===== config.mk =====
export PLATFORM = sky130hd
export DESIGN_NAME = divider_chain
export DESIGN_NICKNAME = d
export VERILOG_FILES = /design/src/rtl/divider_chain.sv
export SDC_FILE = /design/constraint.sdc
export NUM_CORES = 1
export LEC_CHECK = 0
export CAP_MARGIN = 20
export CORE_MARGIN = 4
export CORE_UTILIZATION = 47
export CTS_CLUSTER_DIAMETER = 30
export DETAILED_ROUTE_END_ITERATION = 8
export GPL_ROUTABILITY_DRIVEN = 0
export PLACE_DENSITY_LB_ADDON = 0.05
export SYNTH_ARGS = -nofsm -noshare
export SYNTH_HDL_FRONTEND = slang
export SYNTH_SLANG_ARGS = --single-unit

===== constraint.sdc =====
create_clock -name clock -period 2 [get_ports clock]
set_input_delay 0.6 -clock clock [delete_from_list [all_inputs] [get_ports clock]]
set_output_delay 0.6 -clock clock [all_outputs]
set_load 0.1 [all_outputs]

===== src/rtl/divider_chain.sv =====
// Synchronous binary divider chain with a free-running periodic sampler.
// The chain runs on one clock; each stage toggles via a toggle-enable chain, never a derived clock.
module divider_chain #(
    parameter int STAGES        = 4,
    parameter int EDGE_MODE     = 0,
    parameter int SAMPLE_PERIOD = 5
) (
    input  logic              clock,
    input  logic              reset,
    input  logic              en,
    input  logic              din,
    input  logic              gate_in,
    output logic [STAGES-1:0] stage_q,
    output logic              wrap_q,
    output logic              gated_q,
    output logic              all_hi_n,
    output logic              sample_q,
    output logic              sample_stb
);

    localparam logic [7:0] LAST_COUNT = 8'(SAMPLE_PERIOD - 1);

    logic [STAGES-1:0] stage_r;
    logic [STAGES-1:0] tog_s;
    logic [STAGES-1:0] next_s;
    logic              wrap_r;
    logic              gated_r;
    logic              all_hi_n_r;
    logic [7:0]        cnt_r;
    logic              sample_r;
    logic              stb_r;

    // Toggle enables: stage i flips when stage i-1 flips in the selected direction.
    always_comb begin
        tog_s    = {STAGES{1'b0}};
        tog_s[0] = en;
        for (int i = 1; i < STAGES; i++) begin
            if (EDGE_MODE == 0) begin
                tog_s[i] = tog_s[i-1] & stage_r[i-1];
            end else begin
                tog_s[i] = tog_s[i-1] & ~stage_r[i-1];
            end
        end
        next_s = stage_r ^ tog_s;
    end

    // Chain state plus its derived flags, all computed from pre-edge values.
    always_ff @(posedge clock) begin
        if (reset) begin
            stage_r    <= {STAGES{1'b0}};
            wrap_r     <= 1'b0;
            gated_r    <= 1'b0;
            all_hi_n_r <= 1'b1;
        end else begin
            stage_r    <= next_s;
            wrap_r     <= en & ~(|next_s);
            gated_r    <= stage_r[STAGES-1] & gate_in;
            all_hi_n_r <= ~(&stage_r);
        end
    end

    // Periodic sampler; runs every clock regardless of en.
    always_ff @(posedge clock) begin
        if (reset) begin
            cnt_r    <= 8'd0;
            sample_r <= 1'b0;
            stb_r    <= 1'b0;
        end else if (cnt_r == LAST_COUNT) begin
            cnt_r    <= 8'd0;
            sample_r <= din;
            stb_r    <= 1'b1;
        end else begin
            cnt_r    <= cnt_r + 8'd1;
            sample_r <= sample_r;
            stb_r    <= 1'b0;
        end
    end

    assign stage_q    = stage_r;
    assign wrap_q     = wrap_r;
    assign gated_q    = gated_r;
    assign all_hi_n   = all_hi_n_r;
    assign sample_q   = sample_r;
    assign sample_stb = stb_r;

endmodule


==> summary.md, run 1 <==
| Metric | Value |
|---|---|
| Initial antenna violation count | 0 |
| Power Density | 707.2 nW/um^2 |
| First-pass DRT Iterations | 4 |
| Worst Setup End Kind | register |
| Detailed-route DRC error count | 0 |
| CTS Root Cell | clkbuf_4 |
| Routed WL per cell | roughly 12 um |
| Vias in the first global route | 454 |
| Total die area | 2099 sq um |
| Cell-internal power | 480.7 uW |
| Die Y-Extent | 45.81 um |
| CP Launch Type | input pin |
| Switching part of the total | approximately 29% |
| Reg2Reg Setup Slack | 0.50 ns |
| Fmax | 530.5 MHz |
| Final nets | 96 |
| Yosys top cell by area | dfxtp_1 |
| Post-CTS sizing | 0 |
| Overall Power | 673.4 uW |
| Post-Layout Cell Count | 100 |
| Synthesized cell area | 671.9 sq um |
| Final Skew | ~0.0049 ns |
| Sequential fraction of the synthesis area | between 50% and 60% |
| Clk_lat worst skew | 0.29 ns |
| Logic pwr share | 18.8% |
| Sink Count | 17 |
| Initial core utilization | 51.00% |
| Number of buffers added on ports | 13 |
| Dominant cell by count in the synthesized netlist | dfxtp_1 |
| Status | finished, final reports clean |
| Ant. Diodes | 0 |
| Largest net degree at the start of global routing | 10 |
| Fin crit share | 94.25% |
| Lkg Pwr | 0.0003729 uW |
| Share of layout cells above drive strength 1 | 20.00% |
| Worst-case clock buffer depth | 2 |
| Post-DP HPWL | ~950 um |
| Final setup fails | 0 |
| Psw | around 190 uW |
| WP data required | ~2.2 ns |
| Global route overflow | 0 |
| CTS H-tree lvls | 1 |
| Clock Power Share | 26.5% |
| Yosys cell types | 22 |
| Area grow syn2layout | 41.71% |
| CP arrival | between 2 and 2.5 ns |
| Post-CTS Hold Buffers | 0 |
| Syn nets | 77 |
| Std-Cell Rows | 13 |
| ANT nets after route | 0 |
| FF+latch count, synth | 17 |
| # placed instances | 96 |
| Drt total wl | 1214 um |
| Post-CTS setup buffer count | 0 |
| DIE WIDTH | 45.81 um |
| Setup slack after layout | 0.1149 ns |
| Worst rel slew slack | 81.25% |
| Sequential share of power | between 50% and 60% |
| Met1 usage | around 17% |
| Initial detailed-routing violation count | 8 |
| Synth top area share | approximately half |
| Core ar. | 1318 sq um |
| Worst-Margin Slew | 0.2812 ns |
| Commonest register cell after synthesis | dfxtp_1 |
| Gr usage total | 13.61% |
| Cts bufs inserted | 3 |
| Top post-synthesis cells by area | dfxtp_1 51%, ha_1 9.3%, nor2b_1 3.7% |
| Yosys warning total | 0 |
| Global route hottest layer | met2 |
| Via count | slightly above 500 |
| CTS tree | yes |
| Io pins | 14 |
| Syn Area/Cell | 10.03 sq um |
| Hold Path Class | register to register |
| M3 GR Usage | 7.510% |
| Post-synth EDFFs | 0 |
| First-pass GRT wire length | 1987 um |
| Met2 usage | 20.61% |
| Final hold vios | 0 |
| CP max FO | 2 |
| Vias per inst | 5.030 |
| Mapped Cells | 67 |
| Max-slew violation count | 0 |
| Pre-CTS setup slack | -0.2111 ns |
| Critical path class | input pin to register |
| Async set-reset flop share out of synthesis | 0% |
| Crit path time final | roughly 1.9 ns |
| Commonest cells post-synth | 17 x dfxtp_1, 6 x nor2_1, 5 x ha_1 |
| Max-Cap Viols | 0 |
| VDD IR-drop max | 619.0 uV |
| Clk slew on worst S/H paths | 0.09 ns |
| RSZ-0062 raised after global routing | false |
## critical path: stages
cell and delay [ns]:
clkdlybuf4s50_1 0.42, ha_1 0.20, ha_1 0.18, ha_1 0.21, xnor2_2 0.19, nand3b_1 0.10, nor4_1 0.17
## power by group through the flow
stage	Clock (uW)	Combinational (uW)	Sequential, uW
2_1_floorplan	0	30.8	420
3_3_place_gp	0	126	377
3_5_place_dp	0	127	377
4_1_cts	184	127	369
5_1_grt	201	135	371
6_report	179	126	369
## flip-flops by register name, indices dropped and copies added, names as in the netlist
| register | cells |
|---|---|
| gated_q | 1 |
| wrap_q | 1 |
| stage_q | 4 |
| sample_stb | 1 |
| sample_q | 1 |
| cnt_r | 8 |
| all_hi_n | 1 |
## cell type report
cell class                      count  area (sq um)
Clock buffer                        4         26.28
Fill cell                          98         365.4
Inverter                            3         11.26
Multi-Input combinational cell     47         327.8
Sequential cell                    17         340.3
Tap cell                           15         18.77
Timing Repair Buffer               14         227.7
## routing by layer
layer / part of all wire (%) / vias up / wire length [um]
met5: 0 / - / 0
li1: - / 272 / -
met4: 0.49 / 0 / 6
met2: 46 / 13 / 556
met3: 7.8 / 2 / 95
met1: 46 / 216 / 556
## path summary, 6_finish.rpt
path               from        to  cells past startpoint
max                  en    wrap_q                      7
min          stage_q[1]  all_hi_n                      1
max reg2reg  stage_q[0]    wrap_q                      6
min reg2reg  stage_q[1]  all_hi_n                      1
## cell usage in the layout (no fill, tap or decap), drive strengths merged, types with 3 or more instances in the layout
master         count
inv                3
o21ai              4
clkbuf             4
dfxtp             17
buf               10
a21oi              4
clkdlybuf4s50      4
or3                4
ha                 5
nor2               6
nand3              4
nor2b              4
## kinds of logic after synthesis
kind of cell,count (synthesis),synth area share (%)
simple gates,29,25.51
buf+inv,3,1.676
xor+xnor,4,5.215
compound gates,9,7.635
fa+ha+maj,5,9.311
flops,17,50.65
## per-stage QoR
step	hold slack [ns]	utilization [%]	instance area [sq um]	TNS [ns]
6_report	0.4635	72.27	952.2	0
5_1_grt	0.4942	72.27	952.2	0
4_1_cts	0.4657	71.70	944.7	0
3_5_place_dp	0.4492	69.71	918.4	-0.2534
3_3_place_gp	0.4515	69.71	918.4	-0.09461
2_1_floorplan	0.4398	-	671.9	0
No activity file was read; power rests on OpenSTA's default activity.
==> inputs of run 2 (changes only) <==
- CTS_BUF_LIST: not set -> sky130_fd_sc_hd__clkbuf_16
==> run 2 against run 1 <==
  * Cell area rose by 7.5%
  * Utilization rose by 5.4 points
  * Sequential share of layout area fell by 2.5 points
  * Critical path depth did not move
  * Fmax rose by 15%
  * Largest power group is now the clock network
  * Non-clock buffer count rose by 1
  * Register-to-register slack barely moved
  * Cell count rose by 1.0%
  * Clock power rose by 110%
  * Global-route usage rose by 0.64 points
  * Routed wire length rose by 6.1%
==> summary.md, run 2 (synthesized netlist as in run 1, its figures left out) <==
| Metric | Value |
|---|---|
| Max FFs per register | 8 (unchanged) |
| Final setup fails | 0 (unchanged) |
| Worst-case clock buffer depth | 2 (unchanged) |
| Number of buffers added on ports | 13 (unchanged) |
| Lkg Pwr | 0.0004119 uW (+10%) |
| Global route overflow | 0 (unchanged) |
| Status | finished, final reports clean |
| Worst-Margin Slew | 0.2717 ns (-0.009525 ns) |
| Hold Path Class | register to register |
| Die Y-Extent | 45.81 um (unchanged) |
| Area grow syn2layout | 52.33% |
| Vias per inst | 5.129 (+2.0%) |
| Slowest-stage cell, CP | nor4_2 |
| Initial detailed-routing violation count | 9 (+1) |
| Fin Hold WS | 0.4547 ns (-0.008769 ns) |
| CTS Root Cell | clkbuf_16 |
| Worst r2r src | stage_q[0] |
| Final nets | 97 (+1.0%) |
| Cts bufs inserted | 3 (unchanged) |
| Hold path startpoint | stage_q[1] |
| Max-Cap Viols | 0 (unchanged) |
| Register area | 340.3 sq um (unchanged) |
| CP most frequent cell | ha_1 |
| CTS H-tree lvls | 1 (unchanged) |
| CP Launch Type | input pin |
| Reg2Reg Setup Slack | 0.50 ns (about the same) |
| Total die area | 2099 sq um (unchanged) |
| Multi-input logic area | 336.6 sq um (+2.7%) |
| Worst path cell trace | dlymetal6s2s_1, ha_2, ha_1, ha_1, xnor2_2, nand3b_1, nor4_2 |
| Hold depth | 1 (unchanged) |
| Ant. Diodes | 0 (unchanged) |
| Setup TNS | 0 ns (unchanged) |
| Io pins | 14 (unchanged) |
| Commonest cells after routing, fill and taps aside | 17 x dfxtp_1, 9 x buf_12, 6 x nor2_1 |
| Detailed-route DRC error count | 0 (unchanged) |
| Critical path's largest stage delay | 0.22 ns (-0.20 ns) |
| Worst-case reg-to-reg path depth | 6 (unchanged) |
| Post-DP HPWL | 945.8 um (unchanged) |
| Fillers | 86 (-12%) |
| Critical path class | input pin to register |
| Overall Power | 882.6 uW (+31%) |
| Final Skew | 0.002938 ns (-0.001959 ns) |
| Drt total wl | 1288 um (+6.1%) |
| Share of layout cells above drive strength 1 | 23.26% (+3.3 points) |
| Commonest non-fill, non-tap cell in the layout | dfxtp_1 |
| Sink Count | 17 (unchanged) |
| Fin crit share | 81.80% (-12 points) |
| Clk slew on worst S/H paths | 0.05 ns (-0.04 ns) |
| First-pass GRT wire length | 2042 um (+2.8%) |
| Largest net degree at the start of global routing | 10 (unchanged) |
| ANT nets after route | 0 (unchanged) |
| Clk_lat worst skew | 0.24 ns (-0.05 ns) |
| Initial antenna violation count | 0 (unchanged) |
| Hold path endpoint | all_hi_n |
| Post-placement cell area | 918.4 sq um (unchanged) |
| DIE WIDTH | 45.81 um (unchanged) |
| Final hold vios | 0 (unchanged) |
| CTS tree | yes |
| Worst Setup SP | en |
| Top reg by flops | cnt_r |
| Power Density | 862.3 nW/um^2 (+22%) |
| Worst Setup End Kind | register |
| Via count | 518 (+3.0%) |
| First-pass DRT Iterations | 4 (unchanged) |
| Fmax | 611.3 MHz (+15%) |
| VDD IR-drop max | 810.4 uV (+31%) |
| Vias in the first global route | 471 (+3.7%) |
| WP data required | 2.15 ns (-0.04 ns) |
| RSZ-0062 raised after global routing | false |
| Initial core utilization | 51.00% (unchanged) |
| R2R Path End | wrap_q |
| Delay-heaviest family, CP | adder cells |
| Std-Cell Rows | 13 (unchanged) |
| Fin area | 1023 sq um (+7.5%) |
| Max-slew violation count | 0 (unchanged) |
| Worst rel slew slack | 81.89% (+0.64 points) |
| Routed WL per cell | 12.75 um (+5.0%) |
| Core ar. | 1318 sq um (unchanged) |
| Gr usage total | 14.25% (+0.64 points) |
| Crit path time final | 1.636 ns (-0.2491 ns) |
| CP arrival | 1.79 ns (-0.29 ns) |
| CP max FO | 2 (unchanged) |
| Fin util | 77.68% (+5.4 points) |
| WP buf/inv | 1 (unchanged) |
| Post-CTS Hold Buffers | 0 (unchanged) |
## run 2: cell types whose count changed in the layout (fill, tap and decap cells not counted), sizes merged
cell           previous run  this run
clkdlybuf4s50             4         3
clkbuf                    4         3
inv                       3         4
buf                      10        11
dlymetal6s2s              0         1
## run 2: worst max-delay path by stage
stage,end,slack (ns),depth (start not counted)
CTS,wrap_q,0.04,7
detailed placement,wrap_q,-0.21,7
floorplan,wrap_q,0.03,6
global route,wrap_q,0.31,7
global placement,wrap_q,-0.09,7
finish,wrap_q,0.36,7
## run 2: per-stage QoR
step	setup WS (ns)	std cells
detailed placement	-0.2111	96
global placement	-0.09461	96
global route	0.3063	101
floorplan	0.03299	67
CTS	0.03959	100
finish	0.3640	101
## run 2: cell type report
cell class / count / share of cell area (%)
clock inverter: 1 / 0.3667
clock buffer: 3 / 7.335
inverter: 3 / 1.100
tap: 15 / 1.834
timing repair buffer: 15 / 23.23
multi-input combinational: 47 / 32.89
sequential: 17 / 33.25
## run 2: repair_timing
item / CTS / global route
buffers inserted: 0 / 1
resized for setup: 0 / 4
setup endpoints to repair: 0 / 1
## run 2: metal layers
layer / share of wire, % / wire length (um) / vias to the layer above / track usage, %
li1: - / - / 275 / -
met1: 45 / 586 / 230 / 17.42
met2: 46 / 592 / 11 / 21.17
met3: 7.5 / 96 / 2 / 7.510
met4: 1.0 / 13 / 0 / 5.114
met5: 0 / 0 / - / 0
## run 2: power breakdown
part	switching (uW)	total (uW)	internal [uW]
combinational	77.2	130	52.4
sequential	16.4	370	354
clock	118	383	265
total	212	883	671
